`config.mk`:
```
export PLATFORM = sky130hd
export DESIGN_NAME = dcache_refill_ctrl
export DESIGN_NICKNAME = d
export VERILOG_FILES = /design/src/rtl/dcache_refill_ctrl.sv
export SDC_FILE = /design/constraint.sdc
export NUM_CORES = 1
export LEC_CHECK = 0
export BUFFER_PORTS_ARGS = -buffer_cell sky130_fd_sc_hd__buf_2
export CORE_MARGIN = 5
export CORE_UTILIZATION = 46
export DETAILED_ROUTE_END_ITERATION = 12
export PLACE_DENSITY_LB_ADDON = 0.2
export SLEW_MARGIN = 20
export SYNTH_ARGS = -nofsm -noshare
export SYNTH_HDL_FRONTEND = slang
export SYNTH_HIERARCHICAL = 1
export SYNTH_SLANG_ARGS = --single-unit
```
`constraint.sdc`:
```
create_clock -name clk -period 3.87 [get_ports clk]
set_input_delay 0.1935 -clock clk [delete_from_list [all_inputs] [get_ports clk]]
set_output_delay 0.1935 -clock clk [all_outputs]
set_load 0.03 [all_outputs]
```
`src/rtl/dcache_refill_ctrl.sv`:
```
// Data-cache miss handler: accepts one load/store miss at a time, reads the
// whole block from next-level memory as 32-bit beats, writes it into the cache
// as a single repair write, replays a store word, then reports completion.
// Every cache-side output is decoded from the FSM state and captured registers,
// so no memory input reaches the cache port in the same cycle.

// One 32-bit word of the refill buffer; loads its beat when its strobe fires.
module dcache_refill_beat_slot (
  input  logic        clk,
  input  logic        rst_n,
  input  logic        i_we,
  input  logic [31:0] i_data,
  output logic [31:0] o_word
);

  logic [31:0] r_word;

  // Capture the beat addressed to this slot; cleared only by reset.
  always_ff @(posedge clk or negedge rst_n) begin
    if (!rst_n)    r_word <= '0;
    else if (i_we) r_word <= i_data;
  end

  assign o_word = r_word;

endmodule

module dcache_refill_ctrl #(
  parameter int BLOCK_SIZE = 128
) (
  input  logic                  clk,
  input  logic                  rst_n,
  // miss request from the pipeline
  input  logic                  miss_valid_i,
  output logic                  miss_ready_o,
  input  logic [31:0]           miss_addr_i,
  input  logic                  miss_is_store_i,
  input  logic [31:0]           miss_wdata_i,
  input  logic                  abort_i,
  // next-level memory
  output logic                  mem_req_valid_o,
  input  logic                  mem_req_ready_i,
  output logic [31:0]           mem_req_addr_o,
  input  logic                  mem_resp_valid_i,
  input  logic [31:0]           mem_resp_data_i,
  // cache repair/write port
  output logic                  cache_w_en_o,
  output logic                  cache_is_repair_o,
  output logic [31:0]           cache_w_addr_o,
  output logic [31:0]           cache_w_data_o,
  output logic [BLOCK_SIZE-1:0] cache_repair_data_o,
  // completion
  output logic                  done_o,
  output logic [31:0]           done_data_o
);

  localparam int BEATS    = BLOCK_SIZE / 32;
  localparam int OFF_BITS = $clog2(BLOCK_SIZE / 8);
  localparam int CNT_W    = $clog2(BEATS);

  typedef enum logic [2:0] {
    S_IDLE,
    S_REQ,
    S_FILL,
    S_DRAIN,
    S_REPAIR,
    S_REPLAY,
    S_DONE
  } state_t;

  state_t                  r_state, w_state_nxt;
  logic [CNT_W-1:0]        r_beat_cnt, w_beat_cnt_nxt;
  logic [31:0]             r_addr;
  logic [31:0]             r_wdata;
  logic                    r_is_store;

  logic                    w_cnt_last;
  logic                    w_fill_we;
  logic [BEATS-1:0]        w_slot_we;
  logic [BEATS-1:0][31:0]  w_buf;

  assign w_cnt_last = (r_beat_cnt == CNT_W'(BEATS - 1));
  assign w_fill_we  = (r_state == S_FILL) && mem_resp_valid_i;

  // Block buffer: one slot per beat, strobed by the beat counter.
  for (genvar g = 0; g < BEATS; g++) begin : g_slot
    assign w_slot_we[g] = w_fill_we && (r_beat_cnt == CNT_W'(g));

    dcache_refill_beat_slot u_slot (
      .clk    (clk),
      .rst_n  (rst_n),
      .i_we   (w_slot_we[g]),
      .i_data (mem_resp_data_i),
      .o_word (w_buf[g])
    );
  end

  // State and beat counter registers.
  always_ff @(posedge clk or negedge rst_n) begin
    if (!rst_n) begin
      r_state    <= S_IDLE;
      r_beat_cnt <= '0;
    end else begin
      r_state    <= w_state_nxt;
      r_beat_cnt <= w_beat_cnt_nxt;
    end
  end

  // Miss capture: address, kind and store data are latched on acceptance.
  always_ff @(posedge clk or negedge rst_n) begin
    if (!rst_n) begin
      r_addr     <= '0;
      r_wdata    <= '0;
      r_is_store <= 1'b0;
    end else if (r_state == S_IDLE && miss_valid_i) begin
      r_addr     <= miss_addr_i;
      r_wdata    <= miss_wdata_i;
      r_is_store <= miss_is_store_i;
    end
  end

  // Next-state and beat-count logic. Beats in flight after an abort are
  // still counted so the memory stream is fully consumed before the next miss.
  always_comb begin
    w_state_nxt    = r_state;
    w_beat_cnt_nxt = r_beat_cnt;
    case (r_state)
      S_IDLE: begin
        if (miss_valid_i) w_state_nxt = S_REQ;
      end
      S_REQ: begin
        if (mem_req_ready_i) begin
          // request is issued even when aborted in the same cycle
          w_beat_cnt_nxt = '0;
          w_state_nxt    = abort_i ? S_DRAIN : S_FILL;
        end else if (abort_i) begin
          w_state_nxt = S_IDLE;
        end
      end
      S_FILL: begin
        if (mem_resp_valid_i) begin
          if (w_cnt_last) begin
            w_beat_cnt_nxt = '0;
            // abort on the final beat leaves nothing to drain
            w_state_nxt    = abort_i ? S_IDLE : S_REPAIR;
          end else begin
            w_beat_cnt_nxt = r_beat_cnt + 1'b1;
            if (abort_i) w_state_nxt = S_DRAIN;
          end
        end else if (abort_i) begin
          w_state_nxt = S_DRAIN;
        end
      end
      S_DRAIN: begin
        if (mem_resp_valid_i) begin
          if (w_cnt_last) begin
            w_beat_cnt_nxt = '0;
            w_state_nxt    = S_IDLE;
          end else begin
            w_beat_cnt_nxt = r_beat_cnt + 1'b1;
          end
        end
      end
      S_REPAIR: w_state_nxt = r_is_store ? S_REPLAY : S_DONE;
      S_REPLAY: w_state_nxt = S_DONE;
      S_DONE:   w_state_nxt = S_IDLE;
      default:  w_state_nxt = S_IDLE;
    endcase
  end

  // Output decode: state selects, captured registers supply the data.
  always_comb begin
    miss_ready_o        = (r_state == S_IDLE);
    mem_req_valid_o     = (r_state == S_REQ);
    mem_req_addr_o      = '0;
    cache_w_en_o        = (r_state == S_REPAIR) || (r_state == S_REPLAY);
    cache_is_repair_o   = (r_state == S_REPAIR);
    cache_w_addr_o      = '0;
    cache_w_data_o      = '0;
    cache_repair_data_o = '0;
    done_o              = (r_state == S_DONE);
    done_data_o         = '0;
    if (r_state == S_REQ)
      mem_req_addr_o = {r_addr[31:OFF_BITS], {OFF_BITS{1'b0}}};
    if (cache_w_en_o)
      cache_w_addr_o = r_addr;
    if (r_state == S_REPAIR)
      cache_repair_data_o = w_buf;
    if (r_state == S_REPLAY)
      cache_w_data_o = r_wdata;
    // for a store this is the pre-store word, since the buffer is never patched
    if (r_state == S_DONE)
      done_data_o = w_buf[r_addr[OFF_BITS-1:2]];
  end

endmodule
```
==> metrics.csv <==
metric;value;unit
status;complete, no violations;
CTS max path bufs;2;
sequential share of the synthesized area;45.1;%
vias per inst;5.02;
ys async rst share;100;%
worst skew pair latency;0.43;ns
Min Clock Period, post-route;2.81;ns
worst reg2reg path depth;5;
worst min-delay path class;primary input to register;
clock skew;0.0121;ns
Initial Utilization;46.8;%
Post-CTS Resized;0;
FP Rows;56;
area of the multi-input gates;5420;um^2
max_slew headroom;38.0;%
top-count cell post-synth;dfrtp_1;
Gate Count Post-Synth;789;
CP Launch Type;register;
die area;27100;um^2
Die Span Y;165;um
Area Growth Syn to Fin;26.9;%
unrepaired setup endpoints after global routing;false;
top-level I/O count;364;
YS warnings;6;
top_reg_cell synth;dfrtp_1;
Overall Global Routing Usage;21.9;%
worst vdd ir;0.000342;V
core area;23500;um^2
FF+latch area;4960;um^2
Hold EP;r_addr[24]$_DFFE_PN0P_;
pwr dens;663;nW/um^2
fin area;13900;um^2
Clk Tree Root Cell;clkbuf_16;
reg2reg start;r_state[1]$_DFFE_PN0P_;
Synth top cells by count;dfrtp_1, and2_1, mux2_4;
width of the die;165;um
first-pass GRT wire length;46300;um
Synth area leaders;dfrtp_1, mux2_4, and2_1;
Worst-path clk slew;0.07;ns
Fin Hold WS;0.0233;ns
port bufs;359;
initial drt markers;427;
# Post-CTS Setup Buffers;0;
Total Negative Setup Slacks;0;ns
Synth top area share;45.1;%
Min-Delay Path Depth;2;
worst-margin pin slew;0.929;ns
placed cell areas;12700;um^2
post-synthesis average cell area;13.9;um^2
antenna violations before repair;4;
CP required;3.68;ns
Placed Cells;1418;
fin cells;1514;
post-synth top area cell;dfrtp_1;
critical-path maximum fanout;21;
fin crit share;72.7;%
Routed wire per std cell;19.9;um
Worst Setup Path Type;register to primary output;
vias in the first global route;8126;
Final Wtd Congestion;0.787;
critical path arrival;2.62;ns
EDFF count, synth;0;
Slew Viols, Final;0;
CTS Sinks;198;
Final ANT Viol Nets;0;
H-Tree Depth;4;
critical path capture point type;primary output;
fin nets;1288;
TritonCTS clock tree;yes;
total CTS buffers;17;
Detailed Route WL;30200;um
mapped cell area;11000;um^2
DRC Markers;0;
synthesized flop and latch total;198;
setup violators final;0;
share of layout cells above drive strength 1;54.0;%
hold_sp;miss_addr_i[24];
max_cap viols;0;
R2R setup slack;1.37;ns
capturing point of the worst reg2reg path;g_slot[2].u_slot/o_word[8]$_DFFE_PN0P_;
HPWL after DPL;21000;um
via count;7595;
Fillers;1909;
first-pass detailed-route iteration total;4;
Leak;7.29;nW
largest net degree at the start of global routing;99;
total gr overflow;0;
fmax;355;MHz
final hold violation count;0;
Synth cell types;38;
-- layer usage --
metal | global-route usage [%] | part of all wire [%]
met1 | 28.5 | 42
met2 | 35.7 | 47
met3 | 5.04 | 7.3
met4 | 8.47 | 3.1
met5 | 0 | 0.046
-- through the flow --
step / total power [mW] / setup WS (ns) / util (%)
floorplan: 6.70 / 2.02 / -
global placement: 7.39 / 1.33 / 54.3
detailed placement: 7.50 / 1.29 / 54.3
CTS: 9.29 / 0.969 / 59.4
global route: 9.74 / 0.805 / 59.4
finish: 9.25 / 1.06 / 59.4
-- worst max-delay path by stage --
stage                                start  cells after the start                                 endpoint
CTS                  r_addr[2]$_DFFE_PN0P_                      4                          done_data_o[28]
global placement    r_state[1]$_DFFE_PN0P_                      4  g_slot[0].u_slot/o_word[31]$_DFFE_PN0P_
finish               r_addr[2]$_DFFE_PN0P_                      4                          done_data_o[28]
global route        r_state[2]$_DFFE_PN0P_                      5                  cache_repair_data_o[97]
detailed placement  r_state[1]$_DFFE_PN0P_                      4  g_slot[0].u_slot/o_word[29]$_DFFE_PN0P_
floorplan           r_state[0]$_DFFE_PN0P_                      5                    r_addr[0]$_DFFE_PN0P_
-- cell usage in the layout (no fill, tap or decap), types with 5 or more instances in the layout --
cell,n
and2_1,188
and3_1,32
buf_2,358
buf_4,14
clkbuf_16,17
dfrtp_1,196
dlygate4sd3_1,63
inv_1,5
inv_8,5
mux2_2,23
mux2_4,170
mux4_2,32
nor2b_1,32
-- layout make-up --
type,instances,share of cell area (%)
Antenna cell,2,0.0359
Clock buffer,17,3.05
Clock inverter,14,0.978
Inverter,5,0.135
Multi-Input combinational cell,521,38.9
Sequential cell,198,35.5
Tap cell,319,2.86
Timing Repair Buffer,438,18.5
-- kinds of logic (layout without fill, tap and decap cells) --
family | after synthesis | after routing | share of synthesized area [%]
other cells | 1 | 6 | 0.0341
buf+inv | 73 | 474 | 5.81
fa+ha+maj | 4 | 4 | 0.456
flops | 198 | 198 | 45.1
simple gates | 276 | 276 | 15.7
mux | 225 | 225 | 32.1
compound gates | 12 | 12 | 0.763
-- repair_timing --
item / 4_1_cts / 5_1_grt
endpoints found under the hold margin: 158 / 0
endpoints found under the setup margin: 0 / 0
hold buffers: 63 / 0
-- state kept, by name, summed over array words and instances, names as in the netlist --
name and flops:
g_slot.u_slot/o_word 128, r_addr 32, r_wdata 32, r_state 3, r_beat_cnt 2, r_is_store 1
-- report_power, final --
part | switching (mW) | internal, mW
Sequential | 1.05 | 3.11
Combinational | 1.09 | 2.29
Clock | 0.852 | 0.854
-- critical path, stage by stage (launching register included) --
cell	delay [ns]
dfrtp_2	0.89
buf_4	0.41
mux4_2	0.54
nor2b_1	0.14
buf_2	0.19
No activity file was read; power rests on OpenSTA's default activity.
